**config.mk**
```make
export PLATFORM = sky130hd
export DESIGN_NAME = iq_unpack
export DESIGN_NICKNAME = d
export VERILOG_FILES = /design/src/rtl/iq_unpack.sv
export SDC_FILE = /design/constraint.sdc
export NUM_CORES = 1
export LEC_CHECK = 0
export CORE_UTILIZATION = 45
export CTS_BUF_LIST = sky130_fd_sc_hd__clkbuf_4 sky130_fd_sc_hd__clkbuf_8 sky130_fd_sc_hd__clkbuf_16
export DETAILED_ROUTE_END_ITERATION = 10
export DONT_BUFFER_PORTS = 1
export SKIP_CTS_REPAIR_TIMING = 1
export SLEW_MARGIN = 10
export SYNTH_ARGS = -nofsm -noshare
export SYNTH_HDL_FRONTEND = slang
export SYNTH_SLANG_ARGS = --single-unit
```
**constraint.sdc**
```tcl
create_clock -name clock -period 3.35 [get_ports clock]
set_input_delay 0.5025 -clock clock [delete_from_list [all_inputs] [get_ports clock]]
set_output_delay 0.5025 -clock clock [all_outputs]
set_load 0.02 [all_outputs]
```
**src/rtl/iq_unpack.sv**
```systemverilog
// Unpacks words of PAIRS_PER_WORD packed I/Q sample pairs from a FWFT FIFO into
// sign-extended, scaled I/Q samples written one pair per cycle.
module iq_unpack #(
    parameter int unsigned DATA_WIDTH     = 32,
    parameter int unsigned SAMPLE_WIDTH   = 16,
    parameter int unsigned QUANTIZE_WIDTH = 10,
    parameter int unsigned PAIRS_PER_WORD = 2
) (
    input  logic                                     clock,
    input  logic                                     reset,
    input  logic [PAIRS_PER_WORD*2*SAMPLE_WIDTH-1:0] in_dout,
    input  logic                                     in_empty,
    output logic                                     in_rd_en,
    input  logic                                     byte_swap,
    input  logic                                     out_full,
    output logic                                     out_wr_en,
    output logic [DATA_WIDTH-1:0]                    i_dout,
    output logic [DATA_WIDTH-1:0]                    q_dout,
    output logic [31:0]                              pair_count,
    output logic                                     busy
);

    localparam int unsigned IN_WIDTH = PAIRS_PER_WORD * 2 * SAMPLE_WIDTH;
    localparam int unsigned NBYTES   = SAMPLE_WIDTH / 8;
    localparam int unsigned IDX_W    = (PAIRS_PER_WORD > 1) ? $clog2(PAIRS_PER_WORD) : 1;
    localparam logic [IDX_W-1:0] LAST_IDX = IDX_W'(PAIRS_PER_WORD - 1);

    if (DATA_WIDTH < SAMPLE_WIDTH + QUANTIZE_WIDTH) begin : g_bad_data_width
        $error("iq_unpack: DATA_WIDTH must be >= SAMPLE_WIDTH + QUANTIZE_WIDTH");
    end
    if ((SAMPLE_WIDTH % 8) != 0 || SAMPLE_WIDTH == 0) begin : g_bad_sample_width
        $error("iq_unpack: SAMPLE_WIDTH must be a non-zero multiple of 8");
    end
    if (PAIRS_PER_WORD < 1 || PAIRS_PER_WORD > 8) begin : g_bad_pairs
        $error("iq_unpack: PAIRS_PER_WORD must be in 1..8");
    end

    typedef enum logic {FETCH, EMIT} state_t;

    state_t                state_q, state_d;
    logic [IN_WIDTH-1:0]   word_q, word_d;
    logic                  swap_q, swap_d;
    logic [IDX_W-1:0]      idx_q, idx_d;
    logic [31:0]           pair_count_q, pair_count_d;
    logic                  hold_q;
    logic                  strobe_ok;

    logic [SAMPLE_WIDTH-1:0] i_raw, q_raw, i_smp, q_smp;
    logic [DATA_WIDTH-1:0]   i_ext, q_ext;

    always_comb begin
        i_raw = '0;
        q_raw = '0;
        for (int unsigned k = 0; k < PAIRS_PER_WORD; k++) begin
            if (idx_q == IDX_W'(k)) begin
                i_raw = word_q[k*2*SAMPLE_WIDTH +: SAMPLE_WIDTH];
                q_raw = word_q[k*2*SAMPLE_WIDTH + SAMPLE_WIDTH +: SAMPLE_WIDTH];
            end
        end
        i_smp = i_raw;
        q_smp = q_raw;
        if (swap_q) begin
            for (int unsigned b = 0; b < NBYTES; b++) begin
                i_smp[b*8 +: 8] = i_raw[(NBYTES-1-b)*8 +: 8];
                q_smp[b*8 +: 8] = q_raw[(NBYTES-1-b)*8 +: 8];
            end
        end
        i_ext  = DATA_WIDTH'($signed(i_smp));
        q_ext  = DATA_WIDTH'($signed(q_smp));
        i_dout = i_ext << QUANTIZE_WIDTH;
        q_dout = q_ext << QUANTIZE_WIDTH;
    end

    // Strobes are suppressed in the reset cycle and the one following it.
    assign strobe_ok = !reset && !hold_q;

    always_comb begin
        state_d      = state_q;
        word_d       = word_q;
        swap_d       = swap_q;
        idx_d        = idx_q;
        pair_count_d = pair_count_q;
        in_rd_en     = 1'b0;
        out_wr_en    = 1'b0;
        unique case (state_q)
            FETCH: begin
                if (!in_empty && strobe_ok) begin
                    in_rd_en = 1'b1;
                    word_d   = in_dout;
                    swap_d   = byte_swap;
                    idx_d    = '0;
                    state_d  = EMIT;
                end
            end
            EMIT: begin
                if (!out_full && strobe_ok) begin
                    out_wr_en    = 1'b1;
                    pair_count_d = pair_count_q + 32'd1;
                    if (idx_q != LAST_IDX) begin
                        idx_d = idx_q + IDX_W'(1);
                    end else if (!in_empty) begin
                        in_rd_en = 1'b1;
                        word_d   = in_dout;
                        swap_d   = byte_swap;
                        idx_d    = '0;
                    end else begin
                        state_d = FETCH;
                    end
                end
            end
            default: state_d = FETCH;
        endcase
    end

    always_ff @(posedge clock) begin
        if (reset) begin
            state_q      <= FETCH;
            word_q       <= '0;
            swap_q       <= 1'b0;
            idx_q        <= '0;
            pair_count_q <= '0;
            hold_q       <= 1'b1;
        end else begin
            state_q      <= state_d;
            word_q       <= word_d;
            swap_q       <= swap_d;
            idx_q        <= idx_d;
            pair_count_q <= pair_count_d;
            hold_q       <= 1'b0;
        end
    end

    assign pair_count = pair_count_q;
    assign busy       = (state_q == EMIT);

endmodule

```
==> metrics.md, run 1 <==
| Metric | Value |
|---|---|
| Startpoint Class | flop |
| Netlist cell types | 36 |
| Hold depth | 0 |
| Routed vias | 3414 |
| Max Used Layer | met4 |
| Hold crit path type | input port to flop |
| Overall power | 2.08 mW |
| Slew Limit Headroom | 0.524 |
| Synth Area per Inst | slightly above 10 sq um |
| R2r endpoint | pair_count[21] |
| Die X | 107 um |
| Via-to-Cell Ratio | about 5.8 |
| Largest cells by area after synthesis | dfxtp_1 (41%), mux4_2 (15%), mux2i_1 (13%) |
| Number of nets in the layout | about 520 |
| Most common cell after layout, fill and taps aside | dfxtp_1 |
| Htree depth | 3 |
| Crit-path max FO | 66 |
| R2R Path Start | busy |
| Max Clk Rate | ~370 MHz |
| Peak supply drop | 178 uV |
| DR WL met2 | roughly 4.8 mm |
| # clock sinks | 100 |
| Register area share after synthesis | 0.405 |
| Fraction of layout cells with a size suffix above 1 | 0.125 |
| Worst-Skew Late Latency | between 0.3 and 0.4 ns |
| FF+latch area | between 0.002 and 0.0025 sq mm |
| Worst-path clk slew | 0.09 ns |
| CTS max path bufs | 2 |
| DIE AREA | between 0.01 and 0.015 sq mm |
| Gr usage total | 0.183 |
| Drt total wl | between 10 and 15 mm |
| Fin Clk Skew | between 0.01 and 0.015 ns |
| Top cell type's share of synthesized area | 0.405 |
| # port buffers | 0 |
| DR DRC count | 0 |
| Tightest Pin Transition | 0.715 ns |
| Area delta synth->final | 1.70% |
| Placer congestion estimate | 0.765 |
| Ys Warns | 0 |
| Pleak | about 1.6 nW |
| First-pass detailed-route iteration total | 4 |
| Gr ovfl total | 0 |
| Multi-input gate area | around 0.0026 sq mm |
| Placed Instances | just under 600 |
| Core region area | ~0.010 sq mm |
| Register bit count reported by yosys | 100 |
| Status | completed |
| Pwr dens | between 400 and 500 mW/mm^2 |
| # diodes | 0 |
| CP peak stage delay | roughly 0.63 ns |
| Syn Inst Count | roughly 500 |
| # Max-Cap Violations | 0 |
| DR WL/cell | between 15 and 20 um |
| Starting DRT DRC Count | 145 |
| Worst Path Arrival | 2.20 ns |
| Hold Path Sink | hold_q |
| HP Start | reset |
| Pin count of the biggest net entering global routing | ~100 |
| Io pins | 168 |
| Final min period | roughly 2.7 ns |
| Cell Count, Final, Fillers Out | a little under 600 |
| Reg-to-reg slack, setup | approximately 0.7 ns |
| Setup tns final | 0 ns |
| CP Capture Type | primary output |
| WS Path Type | flop to primary output |
| Area leader, netlist | dfxtp_1 |
| Final ANT Viol Nets | 0 |
| Clk root buf | clkbuf_8 |
| Die Ht | around 110 um |
| Most frequent cells in the layout | dfxtp_1 (98), nor2_1 (78), mux2i_1 (65) |
| Final Setup Violations | 0 |
| Fill cells | 994 |
| Inserted Clock Buffers | 9 |
| Max stage delay cell, worst path | dfxtp_2 |
| Pins Over Slew Limit | 0 |
| Starting Density | 0.472 |
| Dpl hpwl | a little over 7 mm |
| Final Hold Vio Count | 0 |
| Unrepaired setup endpoints after global routing | false |
| FF-to-FF path depth | 4 |
| Mapped cell area | a little under 0.005 sq mm |
| Crit share post-route | 0.807 |
| Antenna violations before repair | 0 |
| DR WL met3 | between 700 and 800 um |
| Std cell rows | 37 |
| First-pass GRT wire length | 16.4 mm |
| Vias in the first global route | between 3000 and 4000 |
| Critical path required time | around 2.9 ns |
| Cells along the critical path | nand2b_1, a2111oi_2, buf_12 |
| TritonCTS clock tree | done |
| M1 WL | between 4 and 5 mm |
-- flip-flops by register name, indices dropped and copies added (netlist names) --
signal / count
busy: 1
hold_q: 1
idx_q: 1
pair_count: 32
swap_q: 1
word_q: 64
-- through the flow --
| stage | util | instance area [sq um] | setup slack (ns) | hold WS, ns |
|---|---|---|---|---|
| 2_1_floorplan | - | 5010 | 0.681 | 0.472 |
| 3_3_place_gp | 0.464 | 4850 | 0.698 | 0.484 |
| 3_5_place_dp | 0.464 | 4850 | 0.672 | 0.503 |
| 4_1_cts | 0.480 | 5020 | 0.646 | 0.148 |
| 5_1_grt | 0.480 | 5020 | 0.570 | 0.135 |
| 6_report | 0.480 | 5020 | 0.646 | 0.166 |
-- layer usage --
layer,vias to the layer above,track usage
met5,-,0
met4,0,0.0626
met3,12,0.0638
met2,123,0.290
met1,1626,0.230
li1,1653,-
-- synth_stat cells --
library cell  number
o31ai_1           14
nand2_1           14
or4_4              1
mux4_2            32
buf_1              3
conb_1             1
and4_1             3
or4b_1             1
or4_1             19
xnor2_1            4
nor3_1             3
a21oi_1           24
nand2b_1           1
mux2_2             1
clkbuf_1          22
o21ai_0            9
buf_6              1
nand3_1           11
ha_1               1
buf_4             32
or3_1              6
buf_2              8
inv_1              5
dfxtp_1          100
a2111oi_0          1
and2_0             1
nor2_1            78
inv_2              1
xor2_1             5
or2_2              1
nand4_1           11
and3_1             4
mux2i_1           65
nor2b_1            1
nor4_1             1
and2_1             1
-- power breakdown --
part	total (mW)	switching [mW]	internal [mW]
registers	1.24	0.0260	1.22
logic	0.157	0.0938	0.0632
clock network	0.681	0.405	0.277
-- cells by family after synthesis --
kind of cell / after synthesis / share of synthesized area
adders and majority gates: 1 / 0.00253
other: 1 / 0.000759
DFF: 100 / 0.405
buffers and inverters: 72 / 0.0826
muxes: 98 / 0.280
xor gates and xnor gates: 9 / 0.0160
AOI/OAI and AO/OA: 48 / 0.0565
and+or+nand+nor: 157 / 0.157
-- worst max-delay path, delay by kind of cell (launching register included) --
kind	cells	cell delay, ns
flops	1	0.63
compound gates	1	0.57
buf+inv	1	0.42
simple gates	1	0.12
-- final cells by class --
| class | count | share of cell area |
|---|---|---|
| Clock inverter | 5 | 0.00797 |
| Multi-Input combinational cell | 333 | 0.519 |
| Clock buffer | 10 | 0.0261 |
| Timing Repair Buffer | 3 | 0.00946 |
| Tap cell | 136 | 0.0339 |
| Inverter | 6 | 0.00448 |
| Sequential cell | 100 | 0.399 |
-- how the worst max path moves through the flow --
stage,startpoint,to,slack (ns),cells after the start
after floorplan,swap_q,i_dout[26],0.68,5
after detailed placement,reset,pair_count[19],0.67,4
after CTS,idx_q,in_rd_en,0.65,3
final,idx_q,in_rd_en,0.65,3
after global placement,reset,pair_count[21],0.70,4
after global routing,busy,pair_count[19],0.57,4
(Power assumes the default switching activity.)
==> run 2, diff against run 1 <==
Clock period 3.35 ns to 2.78 ns, I/O delays scaled along.
==> run 2 against run 1 <==
Compared with the run above:
- critical path depth is 1 higher
- flip-flop and latch count unchanged
- die area did not move
- largest power group unchanged
- setup slack worse by 0.33 ns
==> metrics.md, run 2 (synthesized netlist as in run 1, its figures left out) <==
| Metric | Value |
|---|---|
| Worst path most repeated cell | or4_1 |
| Setup tns final | 0 ns |
| Placer congestion estimate | ~0.74 |
| Fill cells | 1014 |
| Final Hold Vio Count | 0 |
| Final min period | ~2.5 ns |
| Slew Limit Headroom | 0.520 |
| Worst Path Arrival | about 2.7 ns |
| Pins Over Slew Limit | 0 |
| Worst-path clk slew | approximately 0.09 ns |
| WP buf/inv | 0 |
| Starting DRT DRC Count | between 200 and 250 |
| Unrepaired setup endpoints after global routing | false |
| Inserted Clock Buffers | 9 |
| Fraction of layout cells with a size suffix above 1 | 0.151 |
| Fin Clk Skew | roughly 0.015 ns |
| CP Capture Type | flop |
| Pleak | roughly 1.7 nW |
| Register with the most flip-flops | word_q |
| Routed vias | around 3500 |
| Starting Density | 0.472 |
| M1 WL | approximately 4.4 mm |
| Gr usage total | 0.177 |
| Core region area | 0.0105 sq mm |
| Peak supply drop | approximately 320 uV |
| # diodes | 0 |
| CP peak stage delay | 0.70 ns |
| Pin count of the biggest net entering global routing | roughly 100 |
| Antenna violations before repair | 0 |
| Drt total wl | about 10 mm |
| Max Used Layer | met4 |
| Largest delay share family, worst path | simple AND/OR/NAND/NOR gates |
| Tightest Pin Transition | 0.721 ns |
| Crit-path max FO | 11 |
| Io pins | around 170 |
| Pwr dens | 497 mW/mm^2 |
| First-pass GRT wire length | around 16 mm |
| CTS max path bufs | 2 |
| Clk pwr share | 0.338 |
| Clk root buf | clkbuf_8 |
| Sequential Power Share | 0.584 |
| Overall power | 2.55 mW |
| Most common cell after layout, fill and taps aside | dfxtp_1 |
| Max stage delay cell, worst path | or4_1 |
| DR WL met2 | between 5 and 6 mm |
| Dpl hpwl | between 7 and 8 mm |
| Sw Ratio | 0.261 |
| # port buffers | 0 |
| Core Util, Final | 0.490 |
| Sw power | 666 uW |
| Htree depth | 3 |
| Final Setup Violations | 0 |
| Most frequent cells in the layout | dfxtp_1 (98), nor2_1 (78), mux2i_1 (65) |
| Std cell rows | 37 |
| Crit share post-route | 0.886 |
| Number of nets in the layout | roughly 540 |
| Critical path required time | 3.05 ns |
| Gr ovfl total | 0 |
| DR DRC count | 0 |
| Max Clk Rate | between 400 and 500 MHz |
| Die Ht | around 110 um |
| Via-to-Cell Ratio | roughly 5.8 |
| DIE AREA | approximately 0.011 sq mm |
| Area delta synth->final | 3.85% |
| Final ANT Viol Nets | 0 |
| Worst-Skew Late Latency | roughly 0.36 ns |
| # clock sinks | 100 |
| Reg-to-reg slack, setup | about 0.32 ns |
| TritonCTS clock tree | done |
| Startpoint Class | flop |
| Largest register FFs | 64 |
| Die X | 107 um |
| Gate power share | 0.078 |
| First-pass detailed-route iteration total | 4 |
| Internal | 1.88 mW |
| # Max-Cap Violations | 0 |
| Status | completed |
| Hold crit path type | input port to flop |
| DR WL/cell | ~17 um |
| WS Path Type | flop to flop |
| DR WL met3 | between 800 and 900 um |
| Cells along the critical path | or4b_1, or4_1, or4_1, a21oi_1 |
| Vias in the first global route | ~3200 |
[run 2: layer usage]
| metal | vias up | global-route usage |
|---|---|---|
| li1 | 1679 | - |
| met1 | 1689 | 0.226 |
| met2 | 131 | 0.288 |
| met3 | 9 | 0.0553 |
| met4 | 0 | 0.0499 |
| met5 | - | 0 |
[run 2: worst reg2reg max path, delay by kind of cell (launching register included)]
| family | cells | cell delay, ns |
|---|---|---|
| flops | 1 | 0.37 |
| simple gates | 3 | 1.84 |
| compound gates | 1 | 0.18 |
[run 2: through the flow]
step           cells  worst slack [ns]  area, sq um  hold slack, ns
2_1_floorplan    505             0.196         5010           0.445
3_3_place_gp     591             0.337         4950           0.450
3_5_place_dp     591             0.286         4950           0.454
4_1_cts          607             0.342         5130          0.0821
5_1_grt          607             0.188         5130          0.0847
6_report         607             0.316         5130           0.129
[run 2: worst paths after layout]
check | end | startpoint | cells past startpoint
worst max-delay path | pair_count[21] | hold_q | 4
worst min-delay path | pair_count[15] | reset | 1
worst max register to register | pair_count[21] | hold_q | 4
worst min register to register | word_q[33] | word_q[33] | 2
[run 2: power by group through the flow]
stage	logic (mW)	registers, mW	clock network [mW]
after floorplan	0.226	1.52	0
after global placement	0.198	1.52	0
after global routing	0.217	1.49	0.964
after CTS	0.202	1.49	0.903
final	0.200	1.49	0.861
after detailed placement	0.202	1.52	0
[run 2: final cells by class]
class / count / area [sq um] / share of cell area
clock buffers: 9 / 124 / 0.0241
clock inverters: 7 / 56.3 / 0.0110
inverters: 6 / 22.5 / 0.00439
multi-input cells: 333 / 2610 / 0.508
flip-flops and latches: 100 / 2000 / 0.391
well taps: 136 / 170 / 0.0332
repair buffers: 16 / 145 / 0.0283
==> run 3, diff against run 2 <==
Settings changed: MAX_ROUTING_LAYER set to met4, PLACE_DENSITY_LB_ADDON set to 0.05.
==> run 3 against run 2 <==
Compared with the run above:
- sequential share of layout area is 0.27 points lower
- power is 2.6% higher
- register-to-register slack better by 0.04 ns
- cell count is 0.16% higher
- via count is 0.31% lower
- first-iteration DRC count is 10% lower
- wire length is 5.1% higher
- flip-flop and latch count stayed put
- clock skew is 0.0020 ns lower
- count of clock-buffer cells in the layout is 3 higher
- final area is 0.71% higher
- combinational power hardly changed
- critical path type unchanged
- largest cell class unchanged
- highest routed layer unchanged
==> metrics.md, run 3 (synthesized netlist as in run 1, its figures left out) <==
| Metric | Value |
|---|---|
| Setup tns final | 0 ns |
| Starting DRT DRC Count | about 200 |
| Pwr dens | just over 500 mW/mm^2 |
| Unrepaired setup endpoints after global routing | false |
| Final Setup Violations | 0 |
| Std cell rows | 37 |
| Final min period | around 2.4 ns |
| Fin Clk Skew | around 0.013 ns |
| Placed Instances | about 600 |
| DR DRC count | 0 |
| # Max-Cap Violations | 0 |
| Status | completed |
| Peak supply drop | approximately 370 uV |
| Dpl hpwl | around 7.5 mm |
| Gr usage total | 0.193 |
| Pins Over Slew Limit | 0 |
| Via-to-Cell Ratio | 5.75 |
| Largest register FFs | 64 |
| Htree depth | 3 |
| Clk root buf | clkbuf_8 |
| Worst-Skew Late Latency | about 0.36 ns |
| Worst Path Arrival | 2.71 ns |
| DIE AREA | approximately 0.011 sq mm |
| CP Capture Type | flop |
| Post-placement setup slack | 0.293 ns |
| WS Path Type | flop to flop |
| Crit share post-route | 0.871 |
| Drt total wl | around 11 mm |
| Worst-path clk slew | approximately 0.090 ns |
| Critical path required time | slightly above 3 ns |
| Io pins | about 170 |
| Slew Limit Headroom | 0.513 |
| Tightest Pin Transition | ~0.73 ns |
| Final ANT Viol Nets | 0 |
| Crit-path max FO | 11 |
| Core region area | between 0.01 and 0.015 sq mm |
| Core Util, Final | 0.494 |
| Startpoint Class | flop |
| Hold crit path type | input port to flop |
| Die X | around 110 um |
| Area delta synth->final | 4.58% |
| Starting Density | 0.472 |
| Design area | between 0.005 and 0.006 sq mm |
| # diodes | 0 |
| # clock sinks | 100 |
| Post-route setup slack | 0.359 ns |
| Most frequent cells in the layout | dfxtp_1 (98), nor2_1 (78), mux2i_1 (65) |
| Most common cell after layout, fill and taps aside | dfxtp_1 |
| Pleak | 1.68 nW |
| Fraction of layout cells with a size suffix above 1 | 0.153 |
| Die Ht | approximately 110 um |
| Number of nets in the layout | 537 |
| Placed Instance Area | approximately 0.0050 sq mm |
| Register with the most flip-flops | word_q |
| Max Clk Rate | roughly 410 MHz |
| Cell Count, Final, Fillers Out | between 600 and 700 |
| Routed vias | 3497 |
| First-pass GRT wire length | approximately 17 mm |
| Placer congestion estimate | 0.728 |
| R2R Path Start | hold_q |
| TritonCTS clock tree | done |
| Final Hold Vio Count | 0 |
| HP Start | reset |
| CTS max path bufs | 2 |
| Gr ovfl total | 0 |
| Pin count of the biggest net entering global routing | 104 |
| Antenna violations before repair | 0 |
| First-pass detailed-route iteration total | 4 |
| # port buffers | 0 |
| Vias in the first global route | between 3000 and 4000 |
| CP startpoint | hold_q |
| DR WL/cell | roughly 18 um |
| Inserted Clock Buffers | 9 |
-- run 3: changes by cell type in the layout (fill, tap and decap cells not counted) --
cell        delta
clkbuf_4       +3
inv_6          -3
clkinvlp_4     +2
buf_12         +1
bufinv_16      +1
clkinv_2       -1
clkinv_4       -1
inv_8          -1
-- run 3: path summary, 6_finish.rpt --
check / slack, ns / to / cells past startpoint
max reg2reg: 0.36 / pair_count[23] / 4
min: 0.12 / pair_count[15] / 1
min reg2reg: 0.53 / word_q[17] / 2
max: 0.36 / pair_count[23] / 4
-- run 3: cell type report --
cell class | count | area, sq um
Tap cell | 136 | 170
Fill cell | 1008 | 5300
Clock inverter | 4 | 50.0
Sequential cell | 100 | 2000
Timing Repair Buffer | 17 | 165
Clock buffer | 12 | 146
Multi-Input combinational cell | 333 | 2610
Inverter | 6 | 22.5
-- run 3: where the power goes --
part           switching (mW)  internal (mW)  total (mW)
Sequential             0.0268           1.46        1.49
Clock                   0.478          0.446       0.924
Combinational           0.121         0.0810       0.202
Total                   0.626           1.99        2.62
-- run 3: worst max-delay path, stage by stage, from the launching register on --
cell     delay [ns]
dfxtp_1        0.36
or4b_1         0.59
or4_1          0.70
or4_1          0.53
a21oi_1        0.17
-- run 3: through the flow --
stage	total power [mW]	hold WS, ns
after floorplan	1.74	0.445
after global placement	1.72	0.458
after detailed placement	1.73	0.457
after CTS	2.66	0.0646
after global routing	2.73	0.0583
final	2.62	0.118
-- run 3: routing by layer --
layer	share of wire	wire (um)	global-route usage	vias up
met5	0	0	-	-
li1	-	-	-	1677
met1	0.42	4550	0.228	1693
met4	0.0094	102	0.0528	0
met2	0.51	5550	0.324	119
met3	0.060	656	0.0547	8
